===== config.mk =====
export PLATFORM = sky130hd
export DESIGN_NAME = agc_io_unit_flat
export DESIGN_NICKNAME = d
export VERILOG_FILES = /design/src/rtl/agc_io_if.sv /design/src/rtl/agc_io_unit.sv /design/src/flat_wrapper.sv
export SDC_FILE = /design/constraint.sdc
export NUM_CORES = 1
export LEC_CHECK = 0
export BUFFER_PORTS_ARGS = -buffer_cell sky130_fd_sc_hd__buf_2
export CAP_MARGIN = 20
export CORE_MARGIN = 2
export CORE_UTILIZATION = 45
export DETAILED_ROUTE_END_ITERATION = 8
export SLEW_MARGIN = 40
export SYNTH_ARGS = -nofsm -noshare
export SYNTH_HDL_FRONTEND = slang
export SYNTH_SLANG_ARGS = --single-unit

===== constraint.sdc =====
create_clock -name clock -period 3.4 [get_ports clock]
set_clock_uncertainty 0.2 [all_clocks]
set_input_delay 0.17 -clock clock [delete_from_list [all_inputs] [get_ports clock]]
set_output_delay 0.17 -clock clock [all_outputs]
set_load 0.005 [all_outputs]

===== src/rtl/agc_io_if.sv =====
// agc_io_if: Core-side I/O channel read/write port of the AGC I/O unit.
// The master is the Core; the slave is agc_io_unit.
interface agc_io_if;
    logic [4:0]  IO_read_sel;
    logic [14:0] IO_read_data;
    logic        IO_write_en;
    logic [4:0]  IO_write_sel;
    logic [14:0] IO_write_data;

    modport master (
        output IO_read_sel,
        input  IO_read_data,
        output IO_write_en,
        output IO_write_sel,
        output IO_write_data
    );

    modport slave (
        input  IO_read_sel,
        output IO_read_data,
        input  IO_write_en,
        input  IO_write_sel,
        input  IO_write_data
    );
endinterface


===== src/rtl/agc_io_unit.sv =====
// agc_io_unit: 32 x 15-bit AGC I/O channels, Core writes streamed out as UART packets.
// Define IO_RX_EN to compile in the UART receiver that updates channels from rx.
module agc_io_unit #(
    parameter int CLKS_PER_BIT = 434,
    parameter int TXQ_DEPTH    = 8
) (
    input  logic    clock,
    input  logic    reset,
    agc_io_if.slave io,
    output logic    tx,
    input  logic    rx
);
    localparam int CW = $clog2(CLKS_PER_BIT);
    localparam int AW = $clog2(TXQ_DEPTH);
    localparam logic [CW-1:0] BIT_END = CW'(CLKS_PER_BIT - 1);

    typedef enum logic [1:0] {TX_IDLE, TX_START, TX_DATA, TX_STOP} tx_state_e;

    logic [31:0][14:0] chan_q, chan_d;
    logic [TXQ_DEPTH-1:0][19:0] txq_q, txq_d;
    logic [AW:0] wr_ptr_q, wr_ptr_d;
    logic [AW:0] rd_ptr_q, rd_ptr_d;
    logic txq_empty, txq_full, txq_push, tx_pop;
    logic [19:0] txq_head;

    tx_state_e tx_state_q, tx_state_d;
    logic [CW-1:0] tx_cnt_q, tx_cnt_d;
    logic [2:0] tx_bit_q, tx_bit_d;
    logic [1:0] tx_byte_q, tx_byte_d;
    logic tx_bit_end;
    logic [7:0] tx_cur_byte;

    logic rx_wr;
    logic [4:0] rx_wsel;
    logic [14:0] rx_wdata;

    assign io.IO_read_data = chan_q[io.IO_read_sel];

    // Core write is applied last so it wins over an RX update to the same channel.
    always_comb begin
        chan_d = chan_q;
        if (rx_wr) chan_d[rx_wsel] = rx_wdata;
        if (io.IO_write_en) chan_d[io.IO_write_sel] = io.IO_write_data;
    end

    assign txq_empty = (wr_ptr_q == rd_ptr_q);
    assign txq_full  = (wr_ptr_q[AW] != rd_ptr_q[AW]) &&
                       (wr_ptr_q[AW-1:0] == rd_ptr_q[AW-1:0]);
    assign txq_push  = io.IO_write_en && (!txq_full || tx_pop);
    assign txq_head  = txq_q[rd_ptr_q[AW-1:0]];

    always_comb begin
        txq_d    = txq_q;
        wr_ptr_d = wr_ptr_q;
        rd_ptr_d = rd_ptr_q;
        if (txq_push) begin
            txq_d[wr_ptr_q[AW-1:0]] = {io.IO_write_sel, io.IO_write_data};
            wr_ptr_d = wr_ptr_q + 1'b1;
        end
        if (tx_pop) rd_ptr_d = rd_ptr_q + 1'b1;
    end

    assign tx_bit_end = (tx_cnt_q == BIT_END);

    always_comb begin
        tx_cur_byte = {1'b0, txq_head[6:0]};
        unique case (tx_byte_q)
            2'd0:    tx_cur_byte = {1'b1, txq_head[14], 1'b0, txq_head[19:15]};
            2'd1:    tx_cur_byte = {1'b0, txq_head[13:7]};
            default: tx_cur_byte = {1'b0, txq_head[6:0]};
        endcase
    end

    always_ff @(posedge clock) begin
        if (reset) begin
            chan_q     <= '0;
            wr_ptr_q   <= '0;
            rd_ptr_q   <= '0;
            tx_state_q <= TX_IDLE;
            tx_cnt_q   <= '0;
            tx_bit_q   <= '0;
            tx_byte_q  <= '0;
        end else begin
            chan_q     <= chan_d;
            wr_ptr_q   <= wr_ptr_d;
            rd_ptr_q   <= rd_ptr_d;
            tx_state_q <= tx_state_d;
            tx_cnt_q   <= tx_cnt_d;
            tx_bit_q   <= tx_bit_d;
            tx_byte_q  <= tx_byte_d;
        end
    end

    always_ff @(posedge clock) begin
        txq_q <= txq_d;
    end

    // The packet stays at the queue head until its last stop bit, so it holds a slot.
    always_comb begin
        tx_state_d = tx_state_q;
        tx_cnt_d   = tx_cnt_q;
        tx_bit_d   = tx_bit_q;
        tx_byte_d  = tx_byte_q;
        tx_pop     = 1'b0;
        unique case (tx_state_q)
            TX_IDLE: begin
                tx_cnt_d  = '0;
                tx_bit_d  = '0;
                tx_byte_d = '0;
                if (!txq_empty || io.IO_write_en) tx_state_d = TX_START;
            end
            TX_START: begin
                tx_cnt_d = tx_cnt_q + 1'b1;
                if (tx_bit_end) begin
                    tx_cnt_d   = '0;
                    tx_state_d = TX_DATA;
                end
            end
            TX_DATA: begin
                tx_cnt_d = tx_cnt_q + 1'b1;
                if (tx_bit_end) begin
                    tx_cnt_d = '0;
                    tx_bit_d = tx_bit_q + 3'd1;
                    if (tx_bit_q == 3'd7) tx_state_d = TX_STOP;
                end
            end
            TX_STOP: begin
                tx_cnt_d = tx_cnt_q + 1'b1;
                if (tx_bit_end) begin
                    tx_cnt_d = '0;
                    if (tx_byte_q == 2'd2) begin
                        tx_pop     = 1'b1;
                        tx_state_d = TX_IDLE;
                    end else begin
                        tx_byte_d  = tx_byte_q + 2'd1;
                        tx_state_d = TX_START;
                    end
                end
            end
            default: tx_state_d = TX_IDLE;
        endcase
    end

    always_comb begin
        tx = 1'b1;
        unique case (tx_state_q)
            TX_START: tx = 1'b0;
            TX_DATA:  tx = tx_cur_byte[tx_bit_q];
            default:  tx = 1'b1;
        endcase
    end

`ifdef IO_RX_EN
    localparam logic [CW-1:0] HALF_BIT = CW'(CLKS_PER_BIT / 2 - 1);

    typedef enum logic [1:0] {RX_IDLE, RX_START, RX_DATA, RX_STOP} rx_state_e;
    typedef enum logic [1:0] {PK_HDR, PK_B1, PK_B2} pk_state_e;

    logic rx_s1_q, rx_s2_q;
    rx_state_e rx_state_q, rx_state_d;
    logic [CW-1:0] rx_cnt_q, rx_cnt_d;
    logic [2:0] rx_bit_q, rx_bit_d;
    logic [7:0] rx_shift_q, rx_shift_d;
    logic rx_vld_q, rx_vld_d;
    logic rx_ferr_q, rx_ferr_d;
    pk_state_e pk_state_q, pk_state_d;
    logic [5:0] pk_hdr_q, pk_hdr_d;
    logic [6:0] pk_b1_q, pk_b1_d;

    always_ff @(posedge clock) begin
        if (reset) begin
            rx_s1_q    <= 1'b1;
            rx_s2_q    <= 1'b1;
            rx_state_q <= RX_IDLE;
            rx_cnt_q   <= '0;
            rx_bit_q   <= '0;
            rx_shift_q <= '0;
            rx_vld_q   <= 1'b0;
            rx_ferr_q  <= 1'b0;
            pk_state_q <= PK_HDR;
            pk_hdr_q   <= '0;
            pk_b1_q    <= '0;
        end else begin
            rx_s1_q    <= rx;
            rx_s2_q    <= rx_s1_q;
            rx_state_q <= rx_state_d;
            rx_cnt_q   <= rx_cnt_d;
            rx_bit_q   <= rx_bit_d;
            rx_shift_q <= rx_shift_d;
            rx_vld_q   <= rx_vld_d;
            rx_ferr_q  <= rx_ferr_d;
            pk_state_q <= pk_state_d;
            pk_hdr_q   <= pk_hdr_d;
            pk_b1_q    <= pk_b1_d;
        end
    end

    // Bit timing: start confirmed at half bit, later samples fall mid-bit.
    always_comb begin
        rx_state_d = rx_state_q;
        rx_cnt_d   = rx_cnt_q + 1'b1;
        rx_bit_d   = rx_bit_q;
        rx_shift_d = rx_shift_q;
        rx_vld_d   = 1'b0;
        rx_ferr_d  = 1'b0;
        unique case (rx_state_q)
            RX_IDLE: begin
                rx_cnt_d = '0;
                rx_bit_d = '0;
                if (!rx_s2_q) rx_state_d = RX_START;
            end
            RX_START: begin
                if (rx_cnt_q == HALF_BIT) begin
                    rx_cnt_d   = '0;
                    rx_state_d = rx_s2_q ? RX_IDLE : RX_DATA;
                end
            end
            RX_DATA: begin
                if (rx_cnt_q == BIT_END) begin
                    rx_cnt_d   = '0;
                    rx_shift_d = {rx_s2_q, rx_shift_q[7:1]};
                    rx_bit_d   = rx_bit_q + 3'd1;
                    if (rx_bit_q == 3'd7) rx_state_d = RX_STOP;
                end
            end
            RX_STOP: begin
                if (rx_cnt_q == BIT_END) begin
                    rx_cnt_d   = '0;
                    rx_state_d = RX_IDLE;
                    rx_vld_d   = rx_s2_q;
                    rx_ferr_d  = !rx_s2_q;
                end
            end
            default: rx_state_d = RX_IDLE;
        endcase
    end

    always_comb begin
        pk_state_d = pk_state_q;
        pk_hdr_d   = pk_hdr_q;
        pk_b1_d    = pk_b1_q;
        rx_wr      = 1'b0;
        if (rx_ferr_q) begin
            pk_state_d = PK_HDR;
        end else if (rx_vld_q && rx_shift_q[7]) begin
            pk_hdr_d   = {rx_shift_q[6], rx_shift_q[4:0]};
            pk_state_d = PK_B1;
        end else if (rx_vld_q) begin
            unique case (pk_state_q)
                PK_B1: begin
                    pk_b1_d    = rx_shift_q[6:0];
                    pk_state_d = PK_B2;
                end
                PK_B2: begin
                    rx_wr      = 1'b1;
                    pk_state_d = PK_HDR;
                end
                default: pk_state_d = PK_HDR;
            endcase
        end
    end

    assign rx_wsel  = pk_hdr_q[4:0];
    assign rx_wdata = {pk_hdr_q[5], pk_b1_q, rx_shift_q[6:0]};
`else
    logic unused_rx;

    assign unused_rx = rx;
    assign rx_wr     = 1'b0;
    assign rx_wsel   = '0;
    assign rx_wdata  = '0;
`endif
endmodule


===== src/flat_wrapper.sv =====
// flat-port wrapper written by rule: the top's interface ports become plain ports
module agc_io_unit_flat 
#(
    parameter int CLKS_PER_BIT = 434,
    parameter int TXQ_DEPTH    = 8
)
  (clock, reset, tx, rx, io_IO_read_sel, io_IO_read_data, io_IO_write_en, io_IO_write_sel, io_IO_write_data);
  agc_io_if io_i ();
  input  logic clock;
  input  logic reset;
  output logic tx;
  input  logic rx;
  input wire logic [$bits(io_i.IO_read_sel)-1:0] io_IO_read_sel;
  output wire logic [$bits(io_i.IO_read_data)-1:0] io_IO_read_data;
  input wire logic [$bits(io_i.IO_write_en)-1:0] io_IO_write_en;
  input wire logic [$bits(io_i.IO_write_sel)-1:0] io_IO_write_sel;
  input wire logic [$bits(io_i.IO_write_data)-1:0] io_IO_write_data;
  assign io_i.IO_read_sel = io_IO_read_sel;
  assign io_IO_read_data = io_i.IO_read_data;
  assign io_i.IO_write_en = io_IO_write_en;
  assign io_i.IO_write_sel = io_IO_write_sel;
  assign io_i.IO_write_data = io_IO_write_data;
  agc_io_unit #(.CLKS_PER_BIT(CLKS_PER_BIT), .TXQ_DEPTH(TXQ_DEPTH)) u_core (.clock(clock), .reset(reset), .io(io_i), .tx(tx), .rx(rx));
endmodule

## Yosys cells after proc, flatten, opt, wreduce, memory -nomap -nowiden

Cells that the tools add are included.

- Add/subtract/negate cells: 5
- Magnitude comparators: 7
- Equality and inequality tests: 16
- Muxes and demuxes: 31
- Reductions and logical operators: 16

Operators with widths:

| kind | count |
|---|---|
| bitwise mux 480 bit | 1 |
| bitwise mux 160 bit | 1 |
| binary-select mux 15 bit (select 5 bit) | 1 |
| demux 15 bit (select 5 bit) | 1 |
| binary-select mux 20 bit (select 3 bit) | 1 |
| demux 20 bit (select 3 bit) | 1 |
| two-way mux 20 bit | 2 |
| two-way mux 15 bit | 2 |
| case mux 9 bit (2 select lines) | 1 |
| case mux 8 bit (2 select lines) | 1 |
| two-way mux 2 bit | 7 |
| less-than comparator 3 x 4 -> 1 bit, second input constant | 3 |
| less-than comparator 5 x 6 -> 1 bit, second input constant | 2 |
| != test 2 x 1 -> 1 bit, second input constant | 5 |
| adder 9 x 1 -> 9 bit, second input constant | 1 |
| equality test 9 bit, second input constant | 1 |
| two-way mux 9 bit | 1 |
| adder 4 x 1 -> 4 bit, second input constant | 2 |
| case mux 2 bit (4 select lines) | 1 |
| equality test 2 bit, second input constant | 3 |
| case mux 3 bit (2 select lines) | 1 |
| >= comparator 5 x 1 -> 1 bit, second input constant | 1 |
| two-way mux 1 bit | 5 |
| AND reduction 5 bit | 1 |
| other kinds (21) | 29 |

- Flip-flop bits (word level): 664
- Input bits: 29
- Output and inout port bits: 16
- Logic and storage cells: 121

## Logic depth before layout (Yosys ltp)

Gate-level depths: netlist (run 1).

- Word-level depth: 6
- Gate-level depth with buffers: 10
- Mapped depth without buffers: 8

## Worst setup path before layout (run 1)

OpenSTA, ideal clock, no wires.

- Path kind: flip-flop to flip-flop
- Start: reg u_core.tx_cnt_q[0]
- End: reg u_core.txq_q[20] (netlist bit), enable pin
- Setup time: 422 ps
- Data arrival time: 2760 ps
- Slack: 18 ps
- Stages on the path, launching flop included: 7
- Cells stage by stage: dfxtp_1 > ha_1 > nand4b_1 > nor3_2 > o31a_2 > nand2_1 > nor3_1

- Cells in the longest elaborated chain, start to end: 5

Ends and longest elaborated chain:

| element | line | RTL |
|---|---|---|
| from (decl) | agc_io_unit.sv:27 | `logic [CW-1:0] tx_cnt_q, tx_cnt_d;` |
| from (signal assigned) | agc_io_unit.sv:88 | `tx_cnt_q <= tx_cnt_d;` |
| equality test 9 bit | agc_io_unit.sv:63 | `assign tx_bit_end = (tx_cnt_q == BIT_END);` |
| two-way mux 1 bit | agc_io_unit.sv:129 | `if (tx_bit_end) begin` |
| two-way mux 1 bit | agc_io_unit.sv:105 | `unique case (tx_state_q)` |
| logical OR 1 bit | agc_io_unit.sv:49 | `assign txq_push = io.IO_write_en && (!txq_full \|\| tx_pop);` |
| logical AND 1 bit | agc_io_unit.sv:49 |  |
| to (signal assigned) | agc_io_unit.sv:95 | `txq_q <= txq_d;` |
| to (decl) | agc_io_unit.sv:20 | `logic [TXQ_DEPTH-1:0][19:0] txq_q, txq_d;` |

No other way between the ends.
A chain may end at the register's enable or synchronous reset.

## Worst setup path after layout (run 1)

- Start: reg u_core.rd_ptr_q[1]
- End: out tx

- Cells in the longest elaborated chain, start to end: 6

Ends and longest elaborated chain:

| element | line | RTL |
|---|---|---|
| from (decl) | agc_io_unit.sv:22 | `logic [AW:0] rd_ptr_q, rd_ptr_d;` |
| from (signal assigned) | agc_io_unit.sv:86 | `rd_ptr_q <= rd_ptr_d;` |
| binary-select mux 20 bit (select 3 bit) | agc_io_unit.sv:50 | `assign txq_head = txq_q[rd_ptr_q[AW-1:0]];` |
| two-way mux 20 bit (implied by the code) | agc_io_unit.sv:50 |  |
| case mux 8 bit (2 select lines) | agc_io_unit.sv:67 | `unique case (tx_byte_q)` |
| binary-select mux 1 bit (select 3 bit) | agc_io_unit.sv:148 | `TX_DATA: tx = tx_cur_byte[tx_bit_q];` |
| two-way mux 1 bit (implied by the code) | agc_io_unit.sv:148 |  |
| case mux 1 bit (2 select lines) | agc_io_unit.sv:146 | `unique case (tx_state_q)` |
| to (decl) | flat_wrapper.sv:11 | `output logic tx;` |

No other way between the ends. The select of a mux whose other input is x is not followed.

==> results of run 1 <==
[cell type report]
cell class,instances,area [um^2],area share (%)
clock buffers,105,2056,6.509
clock inverters,17,172.7,0.5467
inverters,11,41.29,0.1307
multi-input cells,1923,12080,38.25
flip-flops and latches,664,14900,47.19
well taps,790,988.4,3.130
repair buffers,155,1341,4.247
[worst min path at each step]
stage / from / cells past startpoint / to
CTS: u_core.chan_q[35]$_SDFFE_PP0P_ / 2 / u_core.chan_q[35]$_SDFFE_PP0P_
global placement: u_core.chan_q[53]$_SDFFE_PP0P_ / 2 / u_core.chan_q[53]$_SDFFE_PP0P_
global route: u_core.chan_q[93]$_SDFFE_PP0P_ / 2 / u_core.chan_q[93]$_SDFFE_PP0P_
detailed placement: u_core.chan_q[35]$_SDFFE_PP0P_ / 2 / u_core.chan_q[35]$_SDFFE_PP0P_
finish: u_core.chan_q[30]$_SDFFE_PP0P_ / 2 / u_core.chan_q[30]$_SDFFE_PP0P_
floorplan: io_IO_write_data[0] / 0 / u_core.txq_q[0]$_DFFE_PP_
[layer usage]
layer / track usage [%] / wire length, um / part of all wire, %
met1: 34.24 / 34380 / 42
met2: 42.31 / 39130 / 48
met3: 4.019 / 5519 / 6.8
met4: 7.388 / 2123 / 2.6
met5: 0 / 13 / 0.016
[through the flow]
step	total power [mW]	hold WS [ns]
final	16.73	0.2512
after global routing	17.20	0.2646
after CTS	16.80	0.2518
after detailed placement	9.369	0.2436
after global placement	9.333	0.2379
after floorplan	9.001	0.06887
[power by group through the flow]
stage	combinational, mW	clock [mW]	sequential (mW)
2_1_floorplan	0.613	0	8.39
3_3_place_gp	0.937	0	8.40
3_5_place_dp	0.967	0	8.40
4_1_cts	0.991	7.58	8.23
5_1_grt	1.07	7.90	8.24
6_report	0.997	7.50	8.23
[synthesized netlist by cell type (all sizes together) (4+ instances only)]
master and n:
a221oi 7, a22oi 5, nor3 8, a21oi 489, clkbuf 183, edfxtp 160, xnor2 9, xor2 5
ha 14, nor2 75, nand2b 8, dfxtp 504, mux2 27, mux4 180, buf 41, or3 4
inv 11, o21ai 9, nand3 12, nor3b 4, mux2i 16, nand2 1005, nand3b 6
[flip-flops by register name (all words and copies together), names as in the netlist]
register,flops
u_core.chan_q,480
u_core.txq_q,160
u_core.tx_cnt_q,9
u_core.rd_ptr_q,4
u_core.wr_ptr_q,4
u_core.tx_bit_q,3
u_core.tx_byte_q,2
u_core.tx_state_q,2
[critical path: stages, from the launching register on]
cell	delay, ns
dfxtp_4	0.58
buf_6	0.27
mux4_2	0.33
mux2_2	0.29
a221oi_1	0.31
o32a_1	0.24
a32oi_1	0.12
buf_2	0.15
[what timing repair did]
item / in CTS / in global routing
buffers inserted: 0 / 9
pin swaps: 0 / 0
hold buffers: 22 / 0
endpoints found under the hold margin: 635 / 0
endpoints found under the setup margin: 1 / 1
gates resized for setup: 2 / 2
[cell families after synthesis]
group	Yosys count	synth area share (%)
simple gates	1140	15.94
flops	664	53.34
compound gates	532	9.952
buf+inv	235	3.522
mux	223	16.18
xor+xnor	14	0.4391
fa+ha+maj	14	0.6273
==> flow_summary_export.csv, run 1 <==
group,metric,value,unit
route,ant_nets,0,
logic_synthesis,synth-main-ff-cell,"dfxtp_1",
route,drc,0,
logic_synthesis,synth_largest_area_cell,"dfxtp_1",
route,routedWlPerCell,22.15,um
route,drt-total-wl,81160,um
sta,finalHoldViolCount,0,
min_path,hold_path.class,"reg -> reg",
pwr,power_density,529.7,nW/um^2
grt,grt_first_pass_wirelength,123400,um
critical_path,reg2reg_slack,0.71,ns
pwr,cellLeakagePower,10.17,nW
logic_synthesis,synthArstFlopShare,0,%
placed_design,pre_cts_ws,0.4469,ns
logic_synthesis,netlist_area,27920,um^2
grt,antenna_found_initial,1,
critical_path,cp_data_arrival_time,2.91,ns
die,num_rows,91,
pwr,p_sw,3.827,mW
grt,gr-total-overflow,0,
layout,layout_common_cells,"nand2_1, dfxtp_1, a21oi_1, mux4_2, edfxtp_1",
critical_path,rr_endpoint,"u_core.txq_q[148]$_DFFE_PP_",
cts,cts_tree,"done",
logic_synthesis,avgSynthCellArea,9.895,um^2
critical_path,worst-path-max-fanout,23,
placed_design,port_buffers,43,
sta,max_freq,0.3053,GHz
layout,nFillCells,5371,
route,dr_total_vias,21130,
die,die_x,253.1,um
logic_synthesis,synthDistinctLibCells,58,
critical_path,endpoint_kind,"primary output",
layout,utilization,51.37,%
run,cap_violations,0,
critical_path,path_class,"reg -> out",
critical_path,startpoint,"u_core.rd_ptr_q[1]$_SDFFE_PP0P_",
logic_synthesis,synth-warning-count,0,
logic_synthesis,synth_fp_nets,2865,
critical_path,r2r-start,"u_core.tx_cnt_q[0]$_SDFF_PP0_",
pwr,power_frac_clock,44.8,%
pwr,internal-power,12.90,mW
grt,grt_pass1_vias,20820,
die,die-area,64060,um^2
grt,grt_max_degree,108,
die,core-area,61480,um^2
route,dr.pass1.iters,6,
cts,cts.reportedPaths.clkPinSlew,0.06,ns
layout,final_cells,3665,
logic_synthesis,synth_enable_flop_cells,160,
placed_design,place_inst,3512,
cts,root_buffer,"clkbuf_16",
sta,setup_ws,0.1249,ns
grt,grt_usage,25.38,%
layout,n_antenna_cell,0,
layout,final_layout_size_suffix_gt1_share,15.86,%
critical_path,endpoint,"tx",
pwr,pwr-share-seq,49.2,%
cts,cts_max_level,3,
logic_synthesis,seq_area_frac_synth,53.34,%
placed_design,hpwl,49000,um
sta,fin_crit,3.275,ns
die,start_util,45.42,%
layout,final_nets,2868,
die,die_h,253.1,um
critical_path,r2r_cells,7,
route,drt_iter0_drc,2317,
cts,cts-buffers-inserted,70,
logic_synthesis,syn_inst,2822,
cts,insertion_delay,0.60,ns
pwr,swShare,22.88,%
status,status,"completed",
pwr,comb_power_share,6.0,%
logic_synthesis,yosys-top-cells-area,"dfxtp_1, edfxtp_1, mux4_2",
placed_design,dpl_cell_area,29050,um^2
sta,fin_tns_setup,0,ns
die,io-pin-count,45,
layout,layout_commonest_cell,"nand2_1",
logic_synthesis,ys_ff_latch,664,
pwr,ir_drop,0.3769,mV
layout,syn2layout_area_growth,13.10,%
placed_design,place_congestion,0.8534,
layout,fin_area,31580,um^2
sta,slew-limit-headroom,46.00,%
sta,slew_violations,0,
sta,fin_crit_sh,96.33,%
critical_path,worstSetupStartpointType,"flop",
route,vias_per_cell,5.766,
cts,clkSinkCount,664,
cts,clk_path_buf_depth,3,
critical_path,cp.required,3.03,ns
sta,tightest_slew,0.8100,ns
logic_synthesis,synth_top_area_share,36.13,%
sta,finalSetupViolations,0,
No activity file was read; power rests on OpenSTA's default activity.
==> inputs of run 2 (changes only) <==
Clock period 3.4 ns to 3.71 ns, I/O delays scaled along.
==> flow_summary_export.csv, run 2 (synthesized netlist as in run 1, its figures left out) <==
group,metric,value,unit
layout,top_register,"u_core.chan_q",
cts,cts.reportedPaths.clkPinSlew,0.06,ns
pwr,cellLeakagePower,10.22,nW
sta,tightest_slew,0.8316,ns
critical_path,cp_num_buf_inv,2,
cts,root_buffer,"clkbuf_16",
cts,postCtsSetupRepairBufs,0,
sta,slew_violations,0,
sta,rsz0062_at_grt,"no",
min_path,hold_path.class,"reg -> reg",
grt,grt_first_pass_wirelength,119300,um
layout,nFillCells,5324,
pwr,power_density,493.7,nW/um^2
die,num_rows,91,
sta,fin_tns_setup,0,ns
placed_design,place_congestion,0.8263,
route,routedWlPerCell,21.59,um
critical_path,crit_slowest_cell,"dfxtp_2",
sta,fin_crit,3.405,ns
cts,insertion_delay,0.60,ns
critical_path,worstSetupStartpointType,"flop",
die,io-pin-count,45,
pwr,pwr-share-seq,48.3,%
placed_design,pre_cts_ws,0.8319,ns
grt,antenna_found_initial,2,
pwr,ir_drop,0.3364,mV
route,drc,0,
route,dr_total_vias,20840,
die,die_x,253.1,um
critical_path,path_class,"reg -> out",
pwr,swShare,22.89,%
route,drt-total-wl,79170,um
layout,largest_reg_flops,480,
cts,clkSinkCount,664,
layout,layout_commonest_cell,"nand2_1",
layout,final_layout_size_suffix_gt1_share,15.95,%
route,ant_nets,0,
critical_path,cp_data_arrival_time,3.02,ns
route,dr.pass1.iters,5,
run,cap_violations,0,
layout,layout_common_cells,"nand2_1, dfxtp_1, a21oi_1, mux4_2, edfxtp_1",
pwr,total_power,15.63,mW
pwr,p_sw,3.578,mW
placed_design,place_inst,3515,
pwr,internal-power,12.05,mW
critical_path,cp.required,3.32,ns
die,die_h,253.1,um
pwr,comb_power_share,5.8,%
die,start_util,45.42,%
sta,fin_crit_sh,91.77,%
grt,grt_pass1_vias,20060,
status,status,"completed",
grt,gr-total-overflow,0,
layout,syn2layout_area_growth,13.38,%
cts,cts_max_level,3,
sta,finalSetupViolations,0,
layout,n_antenna_cell,0,
die,die-area,64060,um^2
layout,final_nets,2863,
cts,cts-buffers-inserted,71,
sta,setup_ws,0.3053,ns
grt,grt_usage,24.66,%
pwr,power_frac_clock,45.9,%
critical_path,critPathTopFamily,"flip-flops",
grt,grt_max_degree,113,
critical_path,endpoint_kind,"primary output",
critical_path,crit_cells,7,
critical_path,worstPathCellList,"buf_4 -> mux4_2 -> mux2_2 -> a221oi_1 -> o32a_1 -> a32oi_1 -> buf_2",
critical_path,crit_path_max_incr_delay,0.66,ns
critical_path,worst-path-max-fanout,20,
die,core-area,61480,um^2
layout,ff_latch_area,14900,um^2
placed_design,port_buffers,43,
route,vias_per_cell,5.683,
sta,slew-limit-headroom,44.56,%
placed_design,hpwl,48320,um
cts,cts_tree,"done",
cts,clk_path_buf_depth,3,
critical_path,r2r_cells,7,
layout,top_regs,"u_core.chan_q: 480 flops, u_core.txq_q: 160 flops, u_core.tx_cnt_q: 9 flops",
route,drt_iter0_drc,2125,
layout,multiInputGateArea,12070,um^2
sta,finalHoldViolCount,0,
cts,postCtsResizedCells,0,
sta,max_freq,0.2937,GHz
layout,final_cells,3667,
min_path,whs_path_depth,2,
run 2: through the flow:
stage	area, um^2	hold WS [ns]	utilization [%]
floorplan	27920	0.08437	-
global placement	29020	0.2380	47.20
detailed placement	29050	0.2444	47.25
CTS	31650	0.04406	51.48
global route	31660	0.2617	51.50
finish	31660	0.2506	51.50
run 2: path summary, 6_finish.rpt:
path	start	end	slack, ns
worst max-delay path	u_core.rd_ptr_q[1]$_SDFFE_PP0P_	tx	0.31
worst min-delay path	u_core.chan_q[48]$_SDFFE_PP0P_	u_core.chan_q[48]$_SDFFE_PP0P_	0.25
worst max register to register	u_core.tx_cnt_q[0]$_SDFF_PP0_	u_core.txq_q[113]$_DFFE_PP_	0.99
worst min register to register	u_core.chan_q[48]$_SDFFE_PP0P_	u_core.chan_q[48]$_SDFFE_PP0P_	0.25
run 2: routing by layer:
layer	GRT usage (%)	vias to the layer above	wire, um
met5	0	-	0
met4	10.01	0	2862
met3	5.829	141	6547
met2	39.76	802	37490
met1	32.05	10170	32270
li1	-	9724	-
run 2: area by class of cell:
class	instances	area share (%)
Timing Repair Buffer	149	4.027
Sequential cell	664	47.06
Tap cell	790	3.122
Multi-Input combinational cell	1923	38.13
Clock inverter	29	0.7271
Inverter	11	0.1304
Clock buffer	101	6.809
run 2: repair_timing:
item                                    4_1_cts  5_1_grt
hold buffers                                 21        1
endpoints found under the setup margin        0        0
endpoints found under the hold margin       617       40
run 2: power by group through the flow:
stage               clock, mW  combinational (mW)  sequential, mW
floorplan                   0               0.562            7.69
global placement            0               0.854            7.69
detailed placement          0               0.880            7.70
CTS                      7.28               0.901            7.54
global route             7.58               0.983            7.55
finish                   7.18               0.906            7.54
run 2: worst register-to-register path, delay by kind of cell, from the launching register on:
family	cells	cell delay (ns)
simple gates	4	1.03
flops	1	0.38
compound gates	1	0.28
fa+ha+maj	1	0.17
buf+inv	1	0.32
